### src/rtl/program_loader.sv
// Program memory loader.
// Writes a byte stream into program memory from address 0, appends a terminator word,
// waits a fixed start delay, then enables the processor and hands it the memory port
// for read-only fetches.
//
// Ports:
//   clk, reset          clock and synchronous active-high reset
//   load_start          one-cycle pulse that (re)starts a load at address 0
//   in_valid/in_data/in_last/in_ready   byte stream handshake
//   mem_we/mem_addr/mem_wdata           single-port program memory
//   cpu_addr, cpu_gnt   processor fetch address and port grant
//   enable              processor run enable
//   busy                load, terminator write or start delay in progress
//   overflow            sticky: program did not fit before the terminator slot
//   byte_count          data bytes stored by the last load
module program_loader #(
  parameter int unsigned       ADDR_W      = 10,
  parameter int unsigned       DATA_W      = 8,
  parameter logic [DATA_W-1:0] TERM        = 8'hFF,
  parameter int unsigned       START_DELAY = 4
) (
  input  logic              clk,
  input  logic              reset,
  input  logic              load_start,
  input  logic              in_valid,
  input  logic [DATA_W-1:0] in_data,
  input  logic              in_last,
  output logic              in_ready,
  output logic              mem_we,
  output logic [ADDR_W-1:0] mem_addr,
  output logic [DATA_W-1:0] mem_wdata,
  input  logic [ADDR_W-1:0] cpu_addr,
  output logic              cpu_gnt,
  output logic              enable,
  output logic              busy,
  output logic              overflow,
  output logic [ADDR_W:0]   byte_count
);

  typedef enum logic [2:0] {StIdle, StLoad, StTerm, StWait, StRun, StErr} state_e;

  // The top address is reserved for the terminator, so the last data slot is one below it.
  localparam logic [ADDR_W-1:0] LastAddr = {ADDR_W{1'b1}};
  localparam logic [ADDR_W-1:0] FullAddr = LastAddr - 1'b1;
  localparam logic [3:0]        DelayMax = 4'(START_DELAY - 1);

  state_e              state_q, state_d;
  logic [ADDR_W-1:0]   wr_addr_q, wr_addr_d;
  logic [ADDR_W:0]     count_q, count_d;
  logic [3:0]          delay_q, delay_d;
  logic                ovf_q, ovf_d;
  logic [ADDR_W-1:0]   addr_hold_q;
  logic                accept;

  always_comb begin
    state_d   = state_q;
    wr_addr_d = wr_addr_q;
    count_d   = count_q;
    delay_d   = delay_q;
    ovf_d     = ovf_q;
    accept    = 1'b0;
    in_ready  = 1'b0;
    mem_we    = 1'b0;
    mem_addr  = addr_hold_q;
    mem_wdata = '0;
    cpu_gnt   = 1'b0;
    enable    = 1'b0;
    busy      = 1'b0;

    unique case (state_q)
      StIdle: ;
      StLoad: begin
        busy     = 1'b1;
        mem_addr = wr_addr_q;
        in_ready = (wr_addr_q < LastAddr) && !reset;
        accept   = in_valid && in_ready;
        if (accept) begin
          mem_we    = 1'b1;
          mem_wdata = in_data;
          wr_addr_d = wr_addr_q + 1'b1;
          count_d   = count_q + 1'b1;
          if (in_last) begin
            state_d = StTerm;
          end else if (wr_addr_q == FullAddr) begin
            // Data filled every slot below the terminator without an end marker.
            ovf_d   = 1'b1;
            state_d = StTerm;
          end
        end
      end
      StTerm: begin
        busy      = 1'b1;
        mem_we    = !reset;
        mem_addr  = wr_addr_q;
        mem_wdata = TERM;
        delay_d   = '0;
        state_d   = ovf_q ? StErr : StWait;
      end
      StWait: begin
        busy = 1'b1;
        if (delay_q == DelayMax) begin
          state_d = StRun;
        end else begin
          delay_d = delay_q + 1'b1;
        end
      end
      StRun: begin
        enable   = 1'b1;
        cpu_gnt  = 1'b1;
        mem_addr = cpu_addr;
      end
      StErr: ;
      default: state_d = StIdle;
    endcase

    // A restart lets any write of this cycle complete, then starts over at address 0.
    if (load_start) begin
      state_d   = StLoad;
      wr_addr_d = '0;
      count_d   = '0;
      ovf_d     = 1'b0;
    end
  end

  always_ff @(posedge clk) begin
    if (reset) begin
      state_q     <= StIdle;
      wr_addr_q   <= '0;
      count_q     <= '0;
      delay_q     <= '0;
      ovf_q       <= 1'b0;
      addr_hold_q <= '0;
    end else begin
      state_q     <= state_d;
      wr_addr_q   <= wr_addr_d;
      count_q     <= count_d;
      delay_q     <= delay_d;
      ovf_q       <= ovf_d;
      addr_hold_q <= mem_addr;
    end
  end

  assign overflow   = ovf_q;
  assign byte_count = count_q;

endmodule

### config.mk
export PLATFORM = sky130hd
export DESIGN_NAME = program_loader
export DESIGN_NICKNAME = d
export VERILOG_FILES = /design/src/rtl/program_loader.sv
export SDC_FILE = /design/constraint.sdc
export NUM_CORES = 1
export LEC_CHECK = 0
export CORE_ASPECT_RATIO = 0.75
export CORE_MARGIN = 4
export CORE_UTILIZATION = 40
export CTS_CLUSTER_SIZE = 10
export DETAILED_ROUTE_END_ITERATION = 8
export GPL_ROUTABILITY_DRIVEN = 1
export GPL_TIMING_DRIVEN = 0
export PLACE_DENSITY = 0.71
export SLEW_MARGIN = 20
export SYNTH_ARGS = -nofsm -noshare
export SYNTH_HDL_FRONTEND = slang
export SYNTH_SLANG_ARGS = --single-unit
### constraint.sdc
create_clock -name clk -period 2.2 [get_ports clk]
set_input_delay 0.22 -clock clk [delete_from_list [all_inputs] [get_ports clk]]
set_output_delay 0.22 -clock clk [all_outputs]
set_load 0.1 [all_outputs]
==> summary by stage <==
Yosys
sky130_fd_sc_hd__dfxtp_1 takes more of the synthesized area than any other cell. The fraction of post-synthesis cell area in the top cell type by area is 36.9%. In the post-synthesis netlist, the biggest area contributors are sky130_fd_sc_hd__dfxtp_1, sky130_fd_sc_hd__a221o_1, sky130_fd_sc_hd__a21oi_1, sky130_fd_sc_hd__a21o_1, sky130_fd_sc_hd__nand4_1. Synthesis instantiated 51 different standard cells from the library.

The count of flip-flops with a built-in enable after synthesis is 0. The flip-flop and latch count after synthesis is 39. The most used flip-flop cell after synthesis is sky130_fd_sc_hd__dfxtp_1.

Of all flip-flops after synthesis, the portion carrying an async set or reset was 0%. The number of nets handed over by synthesis was 264. The post-synthesis area per instance is 8.92 µm². After synthesis, flip-flops and latches occupy 36.9% of the total area. The cell area that synthesis handed to floorplanning was 2110 µm².

The count of warnings emitted by yosys is 0. Synthesis handed over a netlist of 237 instances.

Pwr
The overall power is 1.65 mW. The clock network fraction of total power is 38.6%. The combinational cell fraction of total power is 17.8%. IR analysis of the VDD net gives a maximum drop of 0.259 mV. In this run the static leakage power is 1.17 nW. The power dissipated by switching net loads is 0.473 mW. The total power density per cell area is 547 nW/µm². The internal portion of total power is 1.18 mW.

The sequential share of power is 43.6%. Net switching is 28.6% of the power.

STA
The clock period minus worst slack is 2.15 ns. Timing would allow up to 466 MHz. The least setup slack across all paths after layout is 0.0543 ns. The final number of max-transition violations is 0. The transition time of the tightest slew-check pin is 0.987 ns. The worst clock skew is 0.0168 ns. The number of failing hold endpoints at the final stage came to 0. The worst pin sits at a relative slew slack of 34.0%. The final critical path takes up 97.5% of the cycle. The number of setup violations in the final report is 0. Final hold analysis gives a worst-case slack of 0.507 ns. Adding up every negative setup slack in the final design gives 0 ns.

CTS
CTS saw 39 sinks. After clock tree synthesis, the clock-pin slew on the worst setup and hold paths is 0.09 ns. At the later pin of the worst-skew pair, clock insertion delay measures 0.31 ns.

Counting the buffers created by CTS gives 5. The longest clock path from root to sink contains 2 buffers. The CTS tree is built. The root buffer selected by CTS is sky130_fd_sc_hd__clkbuf_8. The H-tree was split into 2 levels.

Route
The total wire length after detailed routing is 6060 µm. After detailed routing, the number of vias per cell comes to 5.70. The routed wire length per instance is 16.2 µm. The final route contains 2133 vias. For this run, design rule violations remaining after detail routing come to 0. The remaining antenna violation count after routing is 0. The detailed router finished its first iteration with 156 violations. The number of iterations in the first detailed-routing pass is 4.

Global routing
The number of global-route vias before repair is 1964. The first global-routing pass estimated 9910 µm of wire. The number of antenna violations at the first check in global routing is 0.

For this run the aggregate overflow at the end of global routing stands at 0. Entering global routing, the biggest net connects 13 pins. In the global route stage, overall resource usage came out at 18.7%.

Worst setup path
The slowest stage of the critical path belongs to the cell sky130_fd_sc_hd__clkdlybuf4s50_1. STA classifies the critical path endpoint as an output pin. Traced cell by cell, the critical path runs through clkdlybuf4s50_1.

The critical setup path kind is register to output pin. The number of buffers and inverters on the critical path is 1. The endpoint arrival time on the critical path is 1.93 ns. The largest single stage delay on the critical path is 1.17 ns. STA puts the critical path data required time at 1.98 ns. In this design, the largest share of critical-path delay is due to buffers and inverters. In this run the worst path has a maximum fanout of 6. STA classifies the critical path startpoint as a register.

Floorplanning
The floorplan die width is 92.0 µm. The count of pins on the block boundary is 58. The row count is 22.

The height of the die is 71.0 µm. The die covers 6530 µm². The core region area is 5010 µm².

The effective utilization at floorplan is 42.2%.

Run
The max capacitance violation total is 0.

Min path
The path class of the tightest hold or removal check is register to register.

Cells and area
The filler-free cell count of the finished design is 374. The final layout contains 328 nets. The area growth from synthesis to layout is 43.1%. At the end of the flow the core is filled with cells to 60.4%. The antenna diode count is 0. The share of post-route cells with drive strength above 1 is 25.2%. Once layout is done, the placed cells without fillers occupy 3030 µm². The number of inserted filler cells in the final layout is 471.

Place
Input and output buffers added on the ports amount to 57. In this run the cell area measured after placement is 2820 µm². The placer congestion estimate is 0.780. The number of instances in the placed design is 366. OpenSTA, run right after detailed placement, puts the worst setup slack at -1.05 ns.

Detailed placement ended at an HPWL of 4320 µm.

Outcome
The flow ran to the end, and the final reports show no timing, DRC or antenna violations.
layer usage:
metal	GRT usage (%)	wire, µm	vias to the layer above
li1	-	-	1047
met1	27.3	3050	1022
met2	27.4	2580	59
met3	6.06	379	5
met4	2.47	48	0
met5	0	0	-
cells in the final DEF (no fill, tap or decap), types with 3 or more instances in the layout:
cell type                         count
sky130_fd_sc_hd__and2_1               9
sky130_fd_sc_hd__nand2_1              6
sky130_fd_sc_hd__ha_1                 3
sky130_fd_sc_hd__dfxtp_1             31
sky130_fd_sc_hd__dfxtp_2              6
sky130_fd_sc_hd__o21ai_0              5
sky130_fd_sc_hd__nor2b_1             10
sky130_fd_sc_hd__buf_4               14
sky130_fd_sc_hd__or4_1                6
sky130_fd_sc_hd__o311ai_1             4
sky130_fd_sc_hd__clkbuf_8             6
sky130_fd_sc_hd__nor2_1               8
sky130_fd_sc_hd__o21ai_1              4
sky130_fd_sc_hd__buf_2                3
sky130_fd_sc_hd__o31ai_1              6
sky130_fd_sc_hd__mux2i_1              3
sky130_fd_sc_hd__nand3b_1             3
sky130_fd_sc_hd__or3_1               10
sky130_fd_sc_hd__nor2_2               3
sky130_fd_sc_hd__clkdlybuf4s50_1     30
sky130_fd_sc_hd__nand3_1              9
sky130_fd_sc_hd__nand4_1             10
sky130_fd_sc_hd__a21oi_1             18
sky130_fd_sc_hd__a21o_1               9
sky130_fd_sc_hd__buf_6               12
sky130_fd_sc_hd__o41ai_1              4
sky130_fd_sc_hd__nor3_1               6
sky130_fd_sc_hd__clkbuf_1             4
sky130_fd_sc_hd__a221o_2              9
sky130_fd_sc_hd__dlymetal6s2s_1       3
sky130_fd_sc_hd__inv_1                3
power by group through the flow:
stage	Clock (mW)	Combinational, mW	Sequential [mW]
finish	0.638	0.294	0.721
global route	0.676	0.311	0.723
CTS	0.639	0.283	0.717
detailed placement	0	0.282	0.733
global placement	0	0.280	0.733
floorplan	0	0.186	0.736
sequential cells by signal, summed over array words and instances, names as in the netlist:
register and flops:
byte_count 11, addr_hold_q 10, wr_addr_q 10, delay_q 4
state_q 3, overflow 1
path summary, 6_finish.rpt:
check,startpoint,endpoint,slack [ns],cells past startpoint
max,byte_count[0],byte_count[0],0.05,1
min,byte_count[10],byte_count[10],0.51,2
max reg2reg,wr_addr_q[0],wr_addr_q[6],0.47,5
min reg2reg,byte_count[10],byte_count[10],0.51,2
logic make-up (layout without fill, tap and decap cells):
| kind of cell | after synthesis | after routing | synth area share [%] |
|---|---|---|---|
| AND/OR/NAND/NOR | 93 | 93 | 26.6 |
| flip-flops | 39 | 39 | 36.9 |
| XOR/XNOR | 3 | 3 | 1.24 |
| AO/OA/AOI/OAI | 74 | 74 | 25.5 |
| multiplexers | 3 | 3 | 1.42 |
| buffers and inverters | 21 | 86 | 5.92 |
| adder cells (fa/ha/maj) | 4 | 4 | 2.37 |
cells in the mapped netlist (2+ instances only):
cell type / instances
sky130_fd_sc_hd__a221o_1: 10
sky130_fd_sc_hd__mux2i_1: 3
sky130_fd_sc_hd__o311ai_1: 4
sky130_fd_sc_hd__nor2_1: 10
sky130_fd_sc_hd__nand3b_1: 3
sky130_fd_sc_hd__o21ai_1: 4
sky130_fd_sc_hd__and4_4: 2
sky130_fd_sc_hd__inv_1: 3
sky130_fd_sc_hd__and2_1: 9
sky130_fd_sc_hd__dfxtp_1: 39
sky130_fd_sc_hd__buf_2: 4
sky130_fd_sc_hd__nand4_1: 10
sky130_fd_sc_hd__o211ai_1: 2
sky130_fd_sc_hd__or3_1: 10
sky130_fd_sc_hd__a211o_1: 2
sky130_fd_sc_hd__xnor2_1: 3
sky130_fd_sc_hd__clkbuf_1: 5
sky130_fd_sc_hd__nor3b_1: 3
sky130_fd_sc_hd__a21o_1: 9
sky130_fd_sc_hd__ha_1: 4
sky130_fd_sc_hd__buf_4: 3
sky130_fd_sc_hd__o41ai_1: 4
sky130_fd_sc_hd__nand3_1: 9
sky130_fd_sc_hd__or4_1: 6
sky130_fd_sc_hd__a21oi_1: 18
sky130_fd_sc_hd__buf_6: 4
sky130_fd_sc_hd__nor2b_1: 10
sky130_fd_sc_hd__nor3_1: 6
sky130_fd_sc_hd__o21ai_0: 5
sky130_fd_sc_hd__nand2_1: 6
sky130_fd_sc_hd__nand2b_1: 2
sky130_fd_sc_hd__o31ai_1: 6
worst min-delay path, cell delays in order, from the launching register on:
cell	delay (ns)
sky130_fd_sc_hd__dfxtp_1	0.33
sky130_fd_sc_hd__o311ai_1	0.07
sky130_fd_sc_hd__o41ai_1	0.07
repair_timing:
item	4_1_cts	5_1_grt
endpoints found under the setup margin	23	25
resized for setup	147	26
hold buffers	0	0
pin swaps	0	1
buffers inserted	0	1
cell type report:
cell class,instances,area (µm²),share of cell area [%]
Clock inverter,2,35.0,1.16
Sequential cell,39,796,26.3
Buffer,16,114,3.76
Multi-Input combinational cell,177,1300,43.1
Timing Repair Buffer,58,591,19.5
Tap cell,72,90.1,2.98
Inverter,4,15.0,0.496
Clock buffer,6,82.6,2.73
Note: power is estimated with default switching activity, not from simulation.
==> variant 1: new RTL, same flow settings <==
Encoding of `state_e`: now one-hot (6 bits for 6 states).
--- a/src/rtl/program_loader.sv
+++ b/src/rtl/program_loader.sv
@@ -37,7 +37,7 @@
   output logic [ADDR_W:0]   byte_count
 );
 
-  typedef enum logic [2:0] {StIdle, StLoad, StTerm, StWait, StRun, StErr} state_e;
+  typedef enum logic [5:0] {StIdle = 6'b000001, StLoad = 6'b000010, StTerm = 6'b000100, StWait = 6'b001000, StRun = 6'b010000, StErr = 6'b100000} state_e;
 
   // The top address is reserved for the terminator, so the last data slot is one below it.
   localparam logic [ADDR_W-1:0] LastAddr = {ADDR_W{1'b1}};
Behaviour: no difference found for any inputs over 10 cycles, from zero or initial values and one cycle with reset high; not proved beyond that.
==> variant 1 against the unedited design <==
The run now ends with setup timing left. Power down 9.5%. Sequential power grew 7.2%. Setup slack lost 0.14 ns. Hold slack got worse by 0.010 ns. First-iteration DRC count shrank 35%. Design area rose by 12%. Routed wire length decreased by 3.1%. Synthesized area grew 1.5%. Clock skew down 0.012 ns. Sequential cell count up 3. Clock power shrank 18%. Count of clock-buffer cells in the layout is 1 higher. Largest power group unchanged. Cell count rose by 7.2%. Global-route usage shrank 0.42 points.
==> variant 1: results (changes against the unedited design) <==
RePlAce Congestion 0.808 (+3.5%); vias in the first global route 1977 (+0.66%); register area share after synthesis 39.2% (+2.3 points); mux contribution to synthesized area 0.466% (-0.95 points); Crit. Startpoint state_q[1]; highest cell delay on the worst timing path 0.55 ns (-0.62 ns); final wirelength 5.87 mm (-3.1%); Sw Share 26.0% (-2.6 points); Max-slew headroom 34.5% (+0.51 points); final worst slack -0.0815 ns (-0.136 ns); CP arrival 2.06 ns (+0.13 ns); end of the critical path mem_addr[9]; post-CTS sizing 211 (+44%); drt wl/cell 14.6 um (-9.7%); Post-Synth Adder-Cell Area 2.33% (-0.035 points); Iter 0 DRT Violations 102 (-35%); NumNets Final 355 (+8.2%); top post-synthesis cells by count 42 x dfxtp_1, 24 x nand2_1, 24 x nor2_1, 16 x xnor2_1, 11 x a22o_1; setup TNS -0.528 ns (-0.528 ns); Leak Pwr 0.00128 uW (+9.3%); XOR/XNOR share of the synthesized area 7.35% (+6.1 points); critical path's top delay family simple AND/OR/NAND/NOR gates; R2R depth 7 (+2); layout cells sized above 1 29.8% (+4.6 points); hold_sp delay_q[1]; synth unique cells 46 (-9.8%); GRT Util Overall 18.2% (-0.42 points); outcome finished, violations left; postcts setup bufs 7 (+7); Slowest-stage cell, CP or4b_4; worst hold slack 0.496 ns (-0.0105 ns); Synth Net Count 277 (+4.9%); final setup fails 9 (+9); failing checks setup timing; Hold Path Sink delay_q[1]; Worst R2R Setup Slack 0.15 ns (-0.32 ns); Worst VDD drop 226 uV (-12%); vias 2075 (-2.7%)
## variant 1: area by class of cell
type	instances	area, um^2
plain buffers	13	83.8
clock inverters	1	5.00
repair buffers	71	846
inverters	8	30.0
fillers	410	1650
clock buffers	7	86.3
flip-flops and latches	42	857
multi-input cells	187	1390
well taps	72	90.1
## variant 1: cells by family (layout without fill, tap and decap cells)
kind of cell | count (synthesis) | in the layout
simple gates | 120 | 120
compound gates | 44 | 44
flops | 42 | 42
buf+inv | 21 | 100
xor+xnor | 18 | 18
fa+ha+maj | 4 | 4
mux | 1 | 1
## variant 1: power by group through the flow
stage	clock network [uW]	registers (uW)	logic (uW)
floorplan	0	789	97.9
global placement	0	790	166
detailed placement	0	791	166
CTS	536	772	182
global route	567	775	212
finish	526	773	198
## variant 1: metal layers
layer	share of wire, %	vias up	GRT usage [%]
met1	48	955	24.5
met3	7.7	5	5.56
met5	0	-	0
met2	44	64	28.8
li1	-	1051	-
met4	0.94	0	4.45
==> variant 2: new RTL, config.mk and constraints unchanged <==
Without the edit above. Change the parameter `ADDR_W` from 10 to 8.
--- a/src/rtl/program_loader.sv
+++ b/src/rtl/program_loader.sv
@@ -14,7 +14,7 @@
 //   overflow            sticky: program did not fit before the terminator slot
 //   byte_count          data bytes stored by the last load
 module program_loader #(
-  parameter int unsigned       ADDR_W      = 10,
+  parameter int unsigned       ADDR_W      = 8,
   parameter int unsigned       DATA_W      = 8,
   parameter logic [DATA_W-1:0] TERM        = 8'hFF,
   parameter int unsigned       START_DELAY = 4
Interface: changed (resized byte_count, cpu_addr and mem_addr); port bits go from 58 to 52. The function was not compared with the original's and may differ.
==> variant 2 against the unedited design <==
Sequential cell count down 6. Sequential share of layout area down 2.5 points. Maximum frequency down 0.41%. Design area down 6.9%. Critical endpoint is now byte_count[2]. Core utilization up 2.3 points. Setup slack worse by 0.0088 ns. Combinational power down 17%. Synthesized area down 12%. Synthesized cell count down 7.6%. Routed wire length down 13%. Power down 12%.
==> variant 2: results (changes against the unedited design) <==
outcome finished, final reports clean; vias in the first global route 1725 (-12%); Slew @ Worst Pin 0.989 ns (+0.00183 ns); Area contributors post-synth dfxtp_1 35%, a22oi_1 5.2%, a21oi_1 4.8%, a21o_1 3.6%, o21ai_1 3.5%; number of flip-flops in the largest register 9 (-2); Synth Net Count 244 (-7.6%); pre-CTS setup slack -0.879 ns (+0.172 ns); fill count 390 (-17%); RePlAce Congestion 0.808 (+3.6%); worst hold slack 0.152 ns (-0.354 ns); post-synthesis compound-gate area fraction 28.0% (+2.5 points); end of the critical path byte_count[2]; count of multi-input gates 166 (-6.2%); Crit. Startpoint byte_count[2]; worst min path class primary input to flip-flop; XOR/XNOR share of the synthesized area 1.88% (+0.64 points); Leak Pwr 0.00101 uW (-14%); vias 1868 (-12%); hpwl dp 3.77 mm (-13%); Logic inverters 7 (+3); NumNets Final 305 (-7.0%); drt wl/cell 15.7 um (-3.4%); Iter 0 DRT Violations 119 (-24%); clock skew 0.00621 ns (-0.0106 ns); clock network area share 4.13% (+0.24 points); wl on met1 2.62 mm (-14%); hold_sp reset; post-synth top area share 35.4% (-1.5 points); top post-synthesis cells by count 33 x dfxtp_1, 18 x a21oi_1, 15 x nand2_1, 14 x nor2_1; sequential cell area share 23.8% (-2.5 points); clk_lat worst skew 0.29 ns (-0.02 ns); Hold Path Sink delay_q[3]; multi-input gate share of total cell area 46.0% (+2.9 points); Reg-to-Reg End byte_count[7]; GRT Util Overall 19.2% (+0.55 points)
## variant 2: cell types whose count changed in the layout (fill, tap and decap cells not counted), moves of 9 or more
cell     unedited run  this run
a221o_2             9         0
nand2_1             6        15
nand4_1            10         1
nor2b_1            10         1
## variant 2: power groups by stage
stage | sequential [uW] | clock, uW | combinational [uW]
floorplan | 621 | 0 | 151
global placement | 619 | 0 | 231
detailed placement | 619 | 0 | 232
CTS | 605 | 613 | 243
global route | 604 | 637 | 259
finish | 603 | 600 | 245
## variant 2: through the flow
stage          instances  cell area [um^2]  util (%)
2_1_floorplan        219              2040         -
3_3_place_gp         326              2610      58.0
3_5_place_dp         326              2610      58.0
4_1_cts              338              2790      62.1
5_1_grt              338              2820      62.7
6_report             338              2820      62.7
## variant 2: routing by layer
layer  track usage (%)  vias to the layer above
li1                  -                      943
met3              7.80                        9
met2              26.9                       53
met5                 0                        -
met1              26.3                      863
met4              7.00                        0
